## src/rtl/demux_1x4_route.sv

```systemverilog
// -----------------------------------------------------------------------------
// demux_1x4_route
//   Routes a single word stream to one of four output lanes. The lane is
//   selected by a 2-bit destination field embedded in the word, which is
//   forwarded unmodified. A one-word hold register absorbs a word whose
//   destination lane reports full; while it is occupied the upstream is
//   throttled through ready_out. A per-lane counter tracks delivered words.
//
// Ports
//   clk                 rising-edge clock
//   reset_L             asynchronous active-low reset
//   data_in[DATA_SIZE]  word from upstream
//   valid_in            data_in carries a word this cycle
//   ready_out           block accepts data_in this cycle (upstream pop)
//   full0..full3        downstream lane N cannot take a word this cycle
//   data_out0..3        lane N data, holds its last value between pulses
//   valid_out0..3       lane N one-cycle delivery pulse
//   cnt0..cnt3          words delivered on lane N, wraps modulo 2^COUNT_W
// -----------------------------------------------------------------------------
module demux_1x4_route #(
    parameter int DATA_SIZE = 12,
    parameter int DEST_LSB  = 10,
    parameter int COUNT_W   = 8
) (
    input  logic                 clk,
    input  logic                 reset_L,
    input  logic [DATA_SIZE-1:0] data_in,
    input  logic                 valid_in,
    output logic                 ready_out,
    input  logic                 full0,
    input  logic                 full1,
    input  logic                 full2,
    input  logic                 full3,
    output logic [DATA_SIZE-1:0] data_out0,
    output logic [DATA_SIZE-1:0] data_out1,
    output logic [DATA_SIZE-1:0] data_out2,
    output logic [DATA_SIZE-1:0] data_out3,
    output logic                 valid_out0,
    output logic                 valid_out1,
    output logic                 valid_out2,
    output logic                 valid_out3,
    output logic [COUNT_W-1:0]   cnt0,
    output logic [COUNT_W-1:0]   cnt1,
    output logic [COUNT_W-1:0]   cnt2,
    output logic [COUNT_W-1:0]   cnt3
);

    typedef enum logic {
        IDLE = 1'b0,
        HOLD = 1'b1
    } state_t;

    state_t                 state_q, state_d;
    logic [DATA_SIZE-1:0]   hold_word_q, hold_word_d;
    logic [1:0]             hold_dest_q, hold_dest_d;

    logic [3:0]             full_vec;
    logic [1:0]             in_dest;
    logic                   accept;

    // Single delivery request shared by all lanes: at most one lane fires.
    logic                   deliver_en;
    logic [1:0]             deliver_lane;
    logic [DATA_SIZE-1:0]   deliver_word;

    assign full_vec  = {full3, full2, full1, full0};
    assign in_dest   = data_in[DEST_LSB+1:DEST_LSB];
    // Depends only on state (and reset), never on valid_in.
    assign ready_out = reset_L && (state_q == IDLE);
    assign accept    = valid_in && ready_out;

    always_comb begin
        state_d      = state_q;
        hold_word_d  = hold_word_q;
        hold_dest_d  = hold_dest_q;
        deliver_en   = 1'b0;
        deliver_lane = in_dest;
        deliver_word = data_in;
        case (state_q)
            IDLE: begin
                if (accept) begin
                    if (full_vec[in_dest]) begin
                        hold_word_d = data_in;
                        hold_dest_d = in_dest;
                        state_d     = HOLD;
                    end else begin
                        deliver_en = 1'b1;
                    end
                end
            end
            HOLD: begin
                // Only the held word's own lane matters; no timeout.
                deliver_lane = hold_dest_q;
                deliver_word = hold_word_q;
                if (!full_vec[hold_dest_q]) begin
                    deliver_en = 1'b1;
                    state_d    = IDLE;
                end
            end
            default: state_d = IDLE;
        endcase
    end

    always_ff @(posedge clk or negedge reset_L) begin
        if (!reset_L) begin
            state_q     <= IDLE;
            hold_word_q <= '0;
            hold_dest_q <= '0;
        end else begin
            state_q     <= state_d;
            hold_word_q <= hold_word_d;
            hold_dest_q <= hold_dest_d;
        end
    end

    genvar gi;
    generate
        for (gi = 0; gi < 4; gi++) begin : g_lane
            logic                 hit;
            logic [DATA_SIZE-1:0] data_out_q;
            logic                 valid_out_q;
            logic [COUNT_W-1:0]   cnt_q;

            assign hit = deliver_en && (deliver_lane == 2'(gi));

            always_ff @(posedge clk or negedge reset_L) begin
                if (!reset_L) begin
                    data_out_q  <= '0;
                    valid_out_q <= 1'b0;
                    cnt_q       <= '0;
                end else begin
                    valid_out_q <= hit;
                    if (hit) begin
                        data_out_q <= deliver_word;
                        cnt_q      <= cnt_q + COUNT_W'(1);
                    end
                end
            end
        end
    endgenerate

    assign data_out0  = g_lane[0].data_out_q;
    assign data_out1  = g_lane[1].data_out_q;
    assign data_out2  = g_lane[2].data_out_q;
    assign data_out3  = g_lane[3].data_out_q;
    assign valid_out0 = g_lane[0].valid_out_q;
    assign valid_out1 = g_lane[1].valid_out_q;
    assign valid_out2 = g_lane[2].valid_out_q;
    assign valid_out3 = g_lane[3].valid_out_q;
    assign cnt0       = g_lane[0].cnt_q;
    assign cnt1       = g_lane[1].cnt_q;
    assign cnt2       = g_lane[2].cnt_q;
    assign cnt3       = g_lane[3].cnt_q;

endmodule

```

## config.mk

```make
export PLATFORM = sky130hd
export DESIGN_NAME = demux_1x4_route
export DESIGN_NICKNAME = d
export VERILOG_FILES = /design/src/rtl/demux_1x4_route.sv
export SDC_FILE = /design/constraint.sdc
export NUM_CORES = 1
export LEC_CHECK = 0
export BUFFER_PORTS_ARGS = -buffer_cell sky130_fd_sc_hd__buf_2
export CELL_PAD_IN_SITES_DETAIL_PLACEMENT = 0
export CELL_PAD_IN_SITES_GLOBAL_PLACEMENT = 1
export CORE_UTILIZATION = 35
export CTS_CLUSTER_SIZE = 8
export DETAILED_ROUTE_END_ITERATION = 10
export PLACE_DENSITY = 0.64
export RECOVER_POWER = 25
export SKIP_LAST_GASP = 1
export SLEW_MARGIN = 30
export SYNTH_ARGS = -nofsm -noshare
export SYNTH_HDL_FRONTEND = slang
export SYNTH_SLANG_ARGS = --single-unit
```

## constraint.sdc

```tcl
create_clock -name clk -period 6.41 [get_ports clk]
set_input_delay 1.282 -clock clk [delete_from_list [all_inputs] [get_ports clk]]
set_output_delay 1.282 -clock clk [all_outputs]
set_load 0.01 [all_outputs]
```

# Yosys cells after proc, flatten, opt, wreduce, memory -nomap -nowiden
# Index checks and enable logic that the tools add are counted.
# word_totals
register_bits,99
word_cells,47
input_bits,19
# op_classes
n_addsub,4
mux,14
n_eq_ne,3
n_bitwise,1
n_reduce_logical,8
n_lt_le_gt_ge,2
# op_table
cell,n
"8-bit by 1-bit adder with 8-bit output, second input constant",4
12-bit 2-to-1 mux,1
1-bit 2-to-1 mux,8
1-bit logical AND,6
"2-bit by 3-bit < comparator with 1-bit output, second input constant",2
1-bit binary-select mux with 2-bit select,2
"2-bit == test, second input constant",2
1-bit one-hot mux with 2 select lines,2
3-bit AND reduction,1
"2-bit by 1-bit == test with 1-bit output, second input constant",1
2-bit zero test,1
2-bit 2-to-1 mux,1
1-bit inverter,1

# Depth between registers and ports, before layout
# Gate-level depths: netlist (run 1).
# logic_depth
word_depth,6
ltp_mapped,7

# Worst setup path after synthesis (run 1)
# No wires, ideal clock.
# synth_path
path_type,input to register
startpoint,input data_in[10]
endpoint,"register g_lane[2].cnt_q[3], in the netlist cnt2[3]"
stages,5
n_path_buf,1
path_slack_ps,3431
setup_time_ps,128
required_time_ps,6282
arrival_time_ps,2851
path_cell_list,mux4_2 o22a_1 buf_6 or4b_4 xnor2_2
# synth_between
elab_chain_len,6
# synth_rtl
element,line_no,text
"start, declared",27,"input logic [DATA_SIZE-1:0] data_in,"
1-bit binary-select mux with 2-bit select,82,if (full_vec[in_dest]) begin
1-bit 2-to-1 mux (not written as such),82,
1-bit 2-to-1 mux,82,
1-bit 2-to-1 mux,81,if (accept) begin
1-bit one-hot mux with 2 select lines,79,case (state_q)
1-bit logical AND (*),124,assign hit = deliver_en && (deliver_lane == 2'(gi));
"end signal, assigned",135,cnt_q <= cnt_q + COUNT_W'(1);
"end, declared",122,logic [COUNT_W-1:0] cnt_q;
# Mark *: on every way between the ends. The rest lies on a longest branch, timed or not. The select of a mux whose other input is x is not followed.
# A chain may end at the register's enable or synchronous reset.

# Final worst setup path (run 1)
# layout_path
startpoint,input reset_L
endpoint,output ready_out
# layout_between
elab_chain_len,1
# layout_rtl
element,line_no,text
"start, declared",26,"input logic reset_L,"
1-bit logical AND,69,assign ready_out = reset_L && (state_q == IDLE);
"end, declared",29,"output logic ready_out,"
# No other way between the ends.

==> flow_summary.rst, run 1 <==
.. list-table::
   :header-rows: 1

   * - Metric
     - Value
   * - Proportion of layout cells with a drive suffix above 1
     - 46.7%
   * - Switching power
     - 0.000697 W
   * - Power share of the clock group
     - 24.4%
   * - Antenna cells
     - 0
   * - Run status
     - finished, violations left
   * - Register cell area after layout
     - 2430 sq um
   * - Layout Nets
     - 416
   * - # fillers
     - 1,119
   * - Core outline area
     - 11,500 sq um
   * - Share of synthesized area spent on multiplexers
     - 20.0%
   * - IR drop worst, VDD
     - 0.214 mV
   * - Crit path capture type
     - primary output
   * - RSZ-0062 raised after global routing
     - no
   * - Synth Area per Inst
     - 14.4 sq um
   * - Drc violations
     - 7
   * - Number of synthesized flops with an enable pin
     - 0
   * - Number of synthesized register bits
     - 97
   * - Violated checks
     - DRC
   * - Starting DRT DRC Count
     - 118
   * - Post-Synthesis Net Count
     - 312
   * - Total vias in the final route
     - 2,637
   * - Element type at the critical path start
     - primary input
   * - Final count of pins violating max slew
     - 0
   * - Clock Skews
     - 4.63 ps
   * - Highest attainable clock frequency
     - 256 MHz
   * - Number of antenna violations at the first check in global routing
     - 0
   * - Netlist area before placement
     - 4160 sq um
   * - Cell at the root of the clock tree
     - sky130_fd_sc_hd__clkbuf_16
   * - Multi-input combinational cell area
     - 1640 sq um
   * - Pin count of the biggest net entering global routing
     - 77
   * - Number of maximum-capacitance violations
     - 0
   * - HPWL after DPL
     - 6270 um
   * - Power density over the cells
     - 425 nW/um^2
   * - Ys async rst share
     - 100%
   * - Crit path arrival time
     - 2620 ps
   * - Clock tree from TritonCTS
     - built
   * - Number of instances in the synthesized netlist
     - 289
   * - Number of distinct library cells after synthesis
     - 41
   * - Most frequent cells in the layout
     - sky130_fd_sc_hd__buf_2, sky130_fd_sc_hd__dfrtp_1, sky130_fd_sc_hd__mux2_2
   * - Hold Path Depth
     - 1
   * - Combinational family with the most area after synthesis
     - multiplexers
   * - Hold buffer count at CTS
     - 0
   * - DP Area
     - 4780 sq um
   * - Final cell area excluding filler cells
     - 5080 sq um
   * - Area share of fa/ha/maj cells after synthesis
     - 1.20%
   * - GR Overflow Total
     - 0
   * - Post-synthesis simple-gate area fraction
     - 11.0%
   * - Type of the worst setup path
     - in -> out
   * - Critical R2R Capture
     - data_out3[1]$_DFFE_PN0P_
   * - Sum of routed wire length over all layers
     - 8860 um
   * - Vias in the first global route
     - 2,724
   * - Sw Share
     - 32.3%
   * - Endpoint of the worst hold-timing path
     - cnt1[7]$_DFFE_PN0P_
   * - Worst slew margin relative to its limit
     - 15.2%
   * - Flop pwr share
     - 45.7%
   * - Count of H-tree levels built during CTS
     - 3
   * - Source of the worst register-to-register timing path
     - state_q$_DFF_PN0_
   * - Fraction of power consumed by combinational cells
     - 30.0%
   * - Die footprint
     - 12,300 sq um
   * - Required arrival time at the worst endpoint
     - 5130 ps
   * - Synth Warn #
     - 0
   * - Xor/xnor cell area share of the yosys netlist
     - 6.08%
   * - Class of the tightest hold or removal check
     - reg -> reg
   * - Maximum fanout along the worst path
     - 24
   * - Die width
     - 111 um
   * - Start point of the worst hold path
     - cnt1[7]$_DFFE_PN0P_
   * - Initial core utilization
     - 36.1%
   * - Most frequent standard cell in the layout excluding fill and tap cells
     - sky130_fd_sc_hd__buf_2
   * - Number of buffers created by CTS
     - 9
   * - Worst slew pin tran
     - 1270 ps
   * - Number of buffers inserted to repair setup after CTS
     - 0
   * - Complex-gate fraction of the synthesized area
     - 1.02%
   * - Seq/Total Area, Yosys
     - 58.4%
   * - Port Buf Inserts
     - 103
   * - # IOs
     - 104
   * - Wire length of the first global-routing pass
     - 14,700 um
   * - Cell internal power dissipation
     - 0.00146 W
   * - Global router's overall resource usage
     - 15.4%
   * - Flip-flop cell with the highest count after synthesis
     - sky130_fd_sc_hd__dfrtp_1
   * - Number of failing hold endpoints at the final stage
     - 0
   * - Max Root-Sink Buffers
     - 2
   * - Depth of the worst register-to-register path
     - 4
   * - Number of core rows
     - 39
   * - Die Ht
     - 111 um
   * - Leakage
     - 2.49 nW
   * - Residual antenna-violating net count after detailed routing
     - 0
   * - Total Neg Setup Slack
     - 0 ps
   * - Clock Pin Slew Worst Setup and Hold Paths
     - 70 ps
   * - Vias/cell
     - 4.89
   * - Detailed Routing Iterations Pass 1
     - 11
   * - Last weighted congestion value of the routability-driven placer
     - 0.775
   * - Ratio of final minimum period to clock period
     - 60.9%
   * - P&R area growth vs syn
     - 22.1%
   * - Drt wl/cell
     - 16.4 um
   * - Total of cells resized after clock tree synthesis
     - 0
   * - FF-to-FF setup slack
     - 3370 ps
   * - Total of endpoints with negative setup slack in the final report
     - 0
   * - Shortest clock period the worst path allows after layout
     - 3900 ps
   * - Latest clock arrival within the worst-skew pair
     - 340 ps
   * - Clock net sink count
     - 97
-- worst max path at each step --
stage | from | end | slack, ps | depth (start not counted)
after global placement | data_in[10] | data_out0[5]$_DFFE_PN0P_ | 2670 | 5
after global routing | reset_L | data_out0[4]$_DFFE_PN0P_ | 2050 | 5
after floorplan | data_in[10] | cnt2[3]$_DFFE_PN0P_ | 3430 | 5
after CTS | data_in[10] | data_out2[0]$_DFFE_PN0P_ | 3000 | 5
after detailed placement | data_in[10] | data_out0[6]$_DFFE_PN0P_ | 2640 | 5
final | reset_L | ready_out | 2510 | 3
-- synth_stat cells, types with 3 or more instances --
cell | n | area (sq um)
sky130_fd_sc_hd__dfrtp_1 | 97 | 2430
sky130_fd_sc_hd__mux2_2 | 48 | 541
sky130_fd_sc_hd__xor2_1 | 16 | 140
sky130_fd_sc_hd__nand3_1 | 14 | 70.1
sky130_fd_sc_hd__mux2_4 | 12 | 180
sky130_fd_sc_hd__xnor2_1 | 11 | 96.3
sky130_fd_sc_hd__mux2_1 | 6 | 67.6
sky130_fd_sc_hd__inv_1 | 5 | 18.8
sky130_fd_sc_hd__nand2_1 | 5 | 18.8
sky130_fd_sc_hd__nand4_1 | 5 | 31.3
sky130_fd_sc_hd__nor3b_1 | 5 | 37.5
sky130_fd_sc_hd__nor4b_1 | 5 | 43.8
sky130_fd_sc_hd__buf_2 | 4 | 20.0
sky130_fd_sc_hd__buf_6 | 4 | 45.0
sky130_fd_sc_hd__ha_1 | 4 | 50.1
sky130_fd_sc_hd__nand2b_1 | 4 | 25.0
sky130_fd_sc_hd__nand3b_1 | 4 | 30.0
sky130_fd_sc_hd__and2_1 | 3 | 18.8
sky130_fd_sc_hd__nor2_1 | 3 | 11.3
sky130_fd_sc_hd__nor2b_1 | 3 | 18.8
sky130_fd_sc_hd__nor3_1 | 3 | 15.0
sky130_fd_sc_hd__nor4_2 | 3 | 37.5
sky130_fd_sc_hd__or3_1 | 3 | 18.8
-- worst max-delay path, cell delays in order --
cell	delay (ps)
sky130_fd_sc_hd__clkbuf_1	910
sky130_fd_sc_hd__nor2b_1	270
sky130_fd_sc_hd__buf_2	160
-- registers in the layout (all words and copies together) (netlist names) --
signal,flops
valid_out1,1
cnt1,8
cnt3,8
data_out0,12
state_q,1
data_out3,12
data_out2,12
cnt0,8
cnt2,8
valid_out0,1
valid_out3,1
data_out1,12
valid_out2,1
hold_word_q,12
-- metal layers --
metal  GRT usage (%)  up-vias  part of all wire, %
met1            19.5     1322                   45
met2            24.2       79                   46
met4            4.11        0                  1.2
met3            6.67        8                  7.5
li1                -     1228                    -
met5               0        -                    0
-- layout make-up --
cell class | instances | area share [%]
Multi-Input combinational cell | 176 | 32.3
Clock inverter | 4 | 1.08
Sequential cell | 97 | 47.8
Tap cell | 143 | 3.52
Inverter | 5 | 0.370
Clock buffer | 10 | 4.51
Timing Repair Buffer | 104 | 10.4
-- power groups by stage --
stage	logic (W)	clock network, W	registers (W)
after floorplan	0.000319	0	0.00104
after global placement	0.000648	0	0.000995
after detailed placement	0.000657	0	0.000997
after CTS	0.000658	0.000547	0.000991
after global routing	0.000710	0.000568	0.00102
final	0.000647	0.000526	0.000986
-- kinds of logic after synthesis --
| family | count (synthesis) |
|---|---|
| xor gates and xnor gates | 28 |
| muxes | 68 |
| buffers and inverters | 16 |
| DFF | 97 |
| AOI/OAI and AO/OA | 6 |
| and+or+nand+nor | 70 |
| adders and majority gates | 4 |
-- metrics by stage --
step	power, W	setup WS (ps)	hold slack (ps)	util, %	cells
6_report	0.00216	2510	461	44.1	539
5_1_grt	0.00230	2050	488	44.1	539
4_1_cts	0.00220	3000	466	44.0	539
3_5_place_dp	0.00165	2640	454	41.5	525
3_3_place_gp	0.00164	2670	450	41.5	525
2_1_floorplan	0.00136	3430	474	-	289
No activity file was read; power rests on OpenSTA's default activity.
==> run 2: changes to the inputs <==
==> constraint.sdc (replaced) <==
create_clock -name clk -period 3.85 [get_ports clk]
set_input_delay 0.77 -clock clk [delete_from_list [all_inputs] [get_ports clk]]
set_output_delay 0.77 -clock clk [all_outputs]
set_load 0.01 [all_outputs]
==> flow_summary.rst, run 2 (synthesized netlist as in run 1, its figures left out) <==
.. list-table::
   :header-rows: 1

   * - Metric
     - Value
   * - Run status
     - finished, violations left
   * - Violated checks
     - DRC
   * - Vias in the first global route
     - 2,764 (+1.5%)
   * - Die footprint
     - 12,300 sq um (unchanged)
   * - Clock net sink count
     - 97 (unchanged)
   * - Fraction of power consumed by combinational cells
     - 29.9% (about the same)
   * - Number of antenna violations at the first check in global routing
     - 0 (unchanged)
   * - Topmost layer with routed signal wires
     - met4
   * - Max Root-Sink Buffers
     - 2 (unchanged)
   * - Crit path launch
     - state_q$_DFF_PN0_
   * - HPWL after DPL
     - 6180 um (-1.5%)
   * - Count of H-tree levels built during CTS
     - 3 (unchanged)
   * - Source of the worst register-to-register timing path
     - state_q$_DFF_PN0_
   * - RSZ-0062 raised after global routing
     - no
   * - Port Buf Inserts
     - 103 (unchanged)
   * - Total vias in the final route
     - 2,669 (+1.2%)
   * - Total of cells resized after clock tree synthesis
     - 0 (unchanged)
   * - Core outline area
     - 11,500 sq um (unchanged)
   * - Cell at the root of the clock tree
     - sky130_fd_sc_hd__clkbuf_16
   * - Sum of routed wire length over all layers
     - 8860 um (unchanged)
   * - Most frequent cells in the layout
     - sky130_fd_sc_hd__dfrtp_1, sky130_fd_sc_hd__buf_2, sky130_fd_sc_hd__mux2_2
   * - Power density over the cells
     - 695 nW/um^2 (+64%)
   * - Flop pwr share
     - 47.0% (+1.3 points)
   * - Total of endpoints with negative setup slack in the final report
     - 0 (unchanged)
   * - Shortest clock period the worst path allows after layout
     - 2680 ps
   * - Drt wl/cell
     - 16.4 um (-0.37%)
   * - IR drop worst, VDD
     - 0.345 mV (+61%)
   * - Drc violations
     - 8 (+1)
   * - # fillers
     - 1,129 (+0.89%)
   * - Last weighted congestion value of the routability-driven placer
     - 0.782 (+0.83%)
   * - GR Overflow Total
     - 0 (unchanged)
   * - Power share of the clock group
     - 23.2% (-1.2 points)
   * - Die width
     - 111 um (unchanged)
   * - Antenna cells
     - 0 (unchanged)
   * - Element type at the critical path start
     - flip-flop
   * - Clock Skews
     - 7.39 ps (+2.76 ps)
   * - Residual antenna-violating net count after detailed routing
     - 0 (unchanged)
   * - Crit path capture type
     - flip-flop
   * - Clock Pin Slew Worst Setup and Hold Paths
     - 70 ps (about the same)
   * - Sw Share
     - 33.1% (+0.82 points)
   * - Detailed Routing Iterations Pass 1
     - 9 (-2)
   * - Class of the tightest hold or removal check
     - in -> async
   * - Post-route core utilization
     - 43.6% (-0.51 points)
   * - Total length of routed met2 wires
     - 4040 um (-1.5%)
   * - Leakage
     - 2.38 nW (-4.6%)
   * - Number of failing hold endpoints at the final stage
     - 0 (unchanged)
   * - Maximum fanout along the worst path
     - 22 (-8.3%)
   * - Proportion of layout cells with a drive suffix above 1
     - 38.4% (-8.3 points)
   * - Hold buffer count at CTS
     - 0 (unchanged)
   * - Cell internal power dissipation
     - 0.00233 W (+60%)
   * - Depth of the worst register-to-register path
     - 4 (unchanged)
   * - Switching power
     - 0.00116 W (+66%)
   * - Highest attainable clock frequency
     - 373 MHz
   * - Latest clock arrival within the worst-skew pair
     - 340 ps (about the same)
   * - Layout Nets
     - 418 (+0.48%)
   * - Type of the worst setup path
     - reg -> reg
   * - Required arrival time at the worst endpoint
     - 4080 ps (-1050 ps)
   * - Register cell area after layout
     - 2430 sq um (unchanged)
   * - Vias/cell
     - 4.93 (+0.84%)
   * - Total Neg Setup Slack
     - 0 ps (unchanged)
   * - Number of core rows
     - 39 (unchanged)
   * - Number of buffers inserted to repair setup after CTS
     - 0 (unchanged)
   * - Worst slew pin tran
     - 899 ps (-373 ps)
   * - Die Ht
     - 111 um (unchanged)
   * - Wire length of the first global-routing pass
     - 14,800 um (+0.56%)
   * - P&R area growth vs syn
     - 20.7%
   * - Number of buffers created by CTS
     - 9 (unchanged)
   * - DRT met1 WL
     - 4060 um (+1.9%)
   * - Number of maximum-capacitance violations
     - 0 (unchanged)
   * - Pin count of the biggest net entering global routing
     - 64 (-17%)
   * - Routed wl met3
     - 653 um (-1.8%)
   * - Global router's overall resource usage
     - 15.6% (+0.20 points)
   * - Multi-input combinational cell area
     - 1630 sq um (-0.46%)
   * - # IOs
     - 104 (unchanged)
   * - Starting DRT DRC Count
     - 96 (-19%)
   * - Ratio of final minimum period to clock period
     - 69.6%
   * - Worst slew margin relative to its limit
     - 40.1% (+25 points)
   * - Final count of pins violating max slew
     - 0 (unchanged)
   * - Most frequent standard cell in the layout excluding fill and tap cells
     - sky130_fd_sc_hd__dfrtp_1
   * - Crit path arrival time
     - 2910 ps (+290 ps)
   * - Initial core utilization
     - 36.1% (unchanged)
   * - Clock tree from TritonCTS
     - built
-- run 2: cell count changes in the layout (fill, tap and decap cells not counted) --
cell	before	now
sky130_fd_sc_hd__clkinv_4	1	2
sky130_fd_sc_hd__buf_4	0	4
sky130_fd_sc_hd__buf_6	1	0
sky130_fd_sc_hd__bufinv_16	1	0
sky130_fd_sc_hd__buf_2	102	67
sky130_fd_sc_hd__o21ai_4	1	0
sky130_fd_sc_hd__clkinvlp_4	1	2
sky130_fd_sc_hd__clkbuf_1	2	36
sky130_fd_sc_hd__inv_6	1	0
sky130_fd_sc_hd__o21ai_2	0	1
-- run 2: metal layers --
| metal | vias up | global-route usage (%) |
|---|---|---|
| met2 | 83 | 23.5 |
| met3 | 8 | 6.62 |
| met1 | 1341 | 20.6 |
| met4 | 0 | 4.47 |
| li1 | 1237 | - |
| met5 | - | 0 |
-- run 2: area by class of cell --
type / count / share of cell area, %
multi-input cells: 176 / 32.6
clock inverters: 4 / 0.648
inverters: 5 / 0.374
well taps: 143 / 3.57
repair buffers: 106 / 9.90
clock buffers: 10 / 4.56
flip-flops and latches: 97 / 48.4
-- run 2: power by group through the flow --
| stage | registers (W) | logic [W] | clock network [W] |
|---|---|---|---|
| final | 0.00164 | 0.00104 | 0.000808 |
| after global routing | 0.00170 | 0.00115 | 0.000877 |
| after CTS | 0.00164 | 0.00110 | 0.000842 |
| after detailed placement | 0.00165 | 0.00110 | 0 |
| after global placement | 0.00165 | 0.00108 | 0 |
| after floorplan | 0.00174 | 0.000531 | 0 |
-- run 2: worst paths after layout --
path,to,slack (ps)
max,data_out2[7]$_DFFE_PN0P_,1170
min,data_out2[7]$_DFFE_PN0P_,380
max reg2reg,data_out2[7]$_DFFE_PN0P_,1170
min reg2reg,cnt1[7]$_DFFE_PN0P_,460
max in group asynchronous,hold_word_q[5]$_DFFE_PN0P_,2320
min in group clk,cnt1[7]$_DFFE_PN0P_,460
-- run 2: critical path, stage by stage (launching register included) --
cell,delay (ps)
sky130_fd_sc_hd__dfrtp_1,830
sky130_fd_sc_hd__nor2_1,90
sky130_fd_sc_hd__a32oi_1,490
sky130_fd_sc_hd__or2_1,740
sky130_fd_sc_hd__mux2_2,410
-- run 2: metrics by stage --
| stage | cells | setup WS [ps] | hold slack (ps) | power, W | area (sq um) |
|---|---|---|---|---|---|
| after floorplan | 289 | 1380 | 474 | 0.00227 | 4160 |
| after global placement | 527 | 999 | 446 | 0.00273 | 4800 |
| after detailed placement | 527 | 975 | 450 | 0.00275 | 4800 |
| after CTS | 541 | 1140 | 392 | 0.00358 | 5060 |
| after global routing | 541 | 889 | 417 | 0.00372 | 5020 |
| final | 541 | 1170 | 380 | 0.00349 | 5020 |
==> run 3: changes to the inputs <==
==> constraint.sdc (replaced) <==
create_clock -name clk -period 2.5 [get_ports clk]
set_input_delay 0.5 -clock clk [delete_from_list [all_inputs] [get_ports clk]]
set_output_delay 0.5 -clock clk [all_outputs]
set_load 0.01 [all_outputs]
==> flow_summary.rst, run 3 (synthesized netlist as in run 1, its figures left out) <==
.. list-table::
   :header-rows: 1

   * - Metric
     - Value
   * - Run status
     - finished, violations left
   * - Violated checks
     - DRC
   * - Crit path arrival time
     - 2520 ps (-390 ps)
   * - # IOs
     - 104 (unchanged)
   * - Die Ht
     - 111 um (unchanged)
   * - Crit path launch
     - hold_word_q[10]$_DFFE_PN0P_
   * - Highest attainable clock frequency
     - 438 MHz (+17%)
   * - Latest clock arrival within the worst-skew pair
     - 340 ps (about the same)
   * - Clock tree from TritonCTS
     - built
   * - Total length of routed met2 wires
     - 4050 um (+0.22%)
   * - Vias in the first global route
     - 2,742 (-0.80%)
   * - Number of failing hold endpoints at the final stage
     - 0 (unchanged)
   * - P&R area growth vs syn
     - 24.4%
   * - Ratio of final minimum period to clock period
     - 91.4% (+22 points)
   * - Peak per-stage delay on the critical path
     - 570 ps (-260 ps)
   * - Global router's overall resource usage
     - 15.6% (-0.062 points)
   * - Layout Nets
     - 430 (+2.9%)
   * - Start point of the worst hold path
     - data_in[0]
   * - Cells along the critical path
     - mux4_2, o22a_1, buf_4, or4b_1, xnor2_1
   * - Initial core utilization
     - 36.1% (unchanged)
   * - Die footprint
     - 12,300 sq um (unchanged)
   * - Total Neg Setup Slack
     - 0 ps (unchanged)
   * - Port Buf Inserts
     - 103 (unchanged)
   * - Shortest clock period the worst path allows after layout
     - 2280 ps (-396 ps)
   * - Last weighted congestion value of the routability-driven placer
     - 0.774 (-1.0%)
   * - Drc violations
     - 16 (+8)
   * - Maximum fanout along the worst path
     - 8 (-64%)
   * - Type of the worst setup path
     - reg -> reg
   * - Starting DRT DRC Count
     - 95 (-1.0%)
   * - Total of cells resized after clock tree synthesis
     - 0 (unchanged)
   * - Routed wl met3
     - 695 um (+6.4%)
   * - GR Overflow Total
     - 0 (unchanged)
   * - Element type at the critical path start
     - flip-flop
   * - Number of buffers inserted to repair setup after CTS
     - 0 (unchanged)
   * - Worst hold-check slack
     - 394 ps (+14.0 ps)
   * - Total vias in the final route
     - 2,688 (+0.71%)
   * - Multi-input combinational cell area
     - 1630 sq um (unchanged)
   * - RSZ-0062 raised after global routing
     - no
   * - HPWL after DPL
     - 6380 um (+3.2%)
   * - Power density over the cells
     - 1060 nW/um^2 (+53%)
   * - Wire length of the first global-routing pass
     - 14,800 um (+0.24%)
   * - Detailed Routing Iterations Pass 1
     - 7 (-2)
   * - Cell at the root of the clock tree
     - sky130_fd_sc_hd__clkbuf_16
   * - Clock Skews
     - 3.75 ps (-3.64 ps)
   * - Worst slew pin tran
     - 1090 ps (+193 ps)
   * - Sum of routed wire length over all layers
     - 8900 um (+0.39%)
   * - Hold buffer count at CTS
     - 0 (unchanged)
   * - Source of the worst register-to-register timing path
     - hold_word_q[10]$_DFFE_PN0P_
   * - Proportion of layout cells with a drive suffix above 1
     - 42.2% (+3.8 points)
   * - IR drop worst, VDD
     - 0.663 mV (+92%)
   * - Max Root-Sink Buffers
     - 2 (unchanged)
   * - Crit path capture type
     - flip-flop
   * - Required arrival time at the worst endpoint
     - 2730 ps (-1350 ps)
   * - Core outline area
     - 11,500 sq um (unchanged)
   * - Number of antenna violations at the first check in global routing
     - 0 (unchanged)
   * - Pin count of the biggest net entering global routing
     - 56 (-13%)
   * - Clock net sink count
     - 97 (unchanged)
   * - Final count of pins violating max slew
     - 0 (unchanged)
   * - DRT met1 WL
     - 4030 um (-0.86%)
   * - Number of core rows
     - 39 (unchanged)
   * - Drt wl/cell
     - 16.0 um (-2.3%)
   * - Number of maximum-capacitance violations
     - 0 (unchanged)
   * - Die width
     - 111 um (unchanged)
   * - Worst slew margin relative to its limit
     - 27.2% (-13 points)
   * - Leakage
     - 2.49 nW (+4.5%)
   * - Residual antenna-violating net count after detailed routing
     - 0 (unchanged)
   * - Class of the tightest hold or removal check
     - in -> reg
   * - Topmost layer with routed signal wires
     - met4
   * - Clock Pin Slew Worst Setup and Hold Paths
     - 70 ps (about the same)
   * - Most frequent standard cell in the layout excluding fill and tap cells
     - sky130_fd_sc_hd__dfrtp_1
   * - Total of endpoints with negative setup slack in the final report
     - 0 (unchanged)
   * - Count of H-tree levels built during CTS
     - 3 (unchanged)
   * - Most frequent cells in the layout
     - sky130_fd_sc_hd__dfrtp_1, sky130_fd_sc_hd__buf_2, sky130_fd_sc_hd__mux2_2
   * - Vias/cell
     - 4.83 (-2.0%)
   * - Worst-path cell with the longest stage delay
     - sky130_fd_sc_hd__mux4_2
   * - Number of buffers created by CTS
     - 9 (unchanged)
   * - # fillers
     - 1,112 (-1.5%)
   * - Register cell area after layout
     - 2430 sq um (unchanged)
==> run 3: final timing paths <==
check | slack [ps] | to | depth (start not counted)
hold / removal | 390 | hold_word_q[0]$_DFFE_PN0P_ | 2
hold reg to reg | 460 | data_out1[10]$_DFFE_PN0P_ | 1
max in group asynchronous | 660 | cnt3[7]$_DFFE_PN0P_ | 3
min in group asynchronous | 530 | cnt2[4]$_DFFE_PN0P_ | 2
setup / recovery | 220 | cnt1[6]$_DFFE_PN0P_ | 5
setup reg to reg | 220 | cnt1[6]$_DFFE_PN0P_ | 5
==> run 3: layout make-up <==
| cell class | count | share of cell area, % |
|---|---|---|
| well taps | 143 | 3.46 |
| clock buffers | 10 | 4.43 |
| multi-input cells | 176 | 31.6 |
| repair buffers | 118 | 12.1 |
| clock inverters | 6 | 1.02 |
| flip-flops and latches | 97 | 47.0 |
| inverters | 5 | 0.363 |
| diodes | 1 | 0.0484 |
==> run 3: stage by stage <==
| stage | std cells | utilization (%) | area, sq um | total power (W) | worst slack (ps) |
|---|---|---|---|---|---|
| 2_1_floorplan | 289 | - | 4160 | 0.00349 | 303 |
| 3_3_place_gp | 539 | 42.8 | 4930 | 0.00425 | 126 |
| 3_5_place_dp | 539 | 42.8 | 4930 | 0.00429 | 82.1 |
| 4_1_cts | 555 | 45.2 | 5210 | 0.00563 | 201 |
| 5_1_grt | 555 | 44.9 | 5170 | 0.00584 | 42.4 |
| 6_report | 556 | 44.9 | 5170 | 0.00550 | 216 |
==> run 3: worst max-delay path: cells and delay by family, from the launching register on <==
kind / cells / cell delay [ps]
multiplexers: 1 / 570
AND/OR/NAND/NOR: 1 / 550
flip-flops: 1 / 460
AO/OA/AOI/OAI: 1 / 260
buffers and inverters: 1 / 190
XOR/XNOR: 1 / 140
==> run 3: power breakdown <==
group | internal (W) | switching [W] | total (W)
logic | 0.000881 | 0.000802 | 0.00168
clock network | 0.000691 | 0.000626 | 0.00132
registers | 0.00210 | 0.000403 | 0.00250
total | 0.00367 | 0.00183 | 0.00550
==> run 3: routing by layer <==
layer	GRT usage (%)	up-vias
met3	5.85	11
li1	-	1262
met1	20.5	1334
met2	23.5	81
met5	0	-
met4	5.48	0
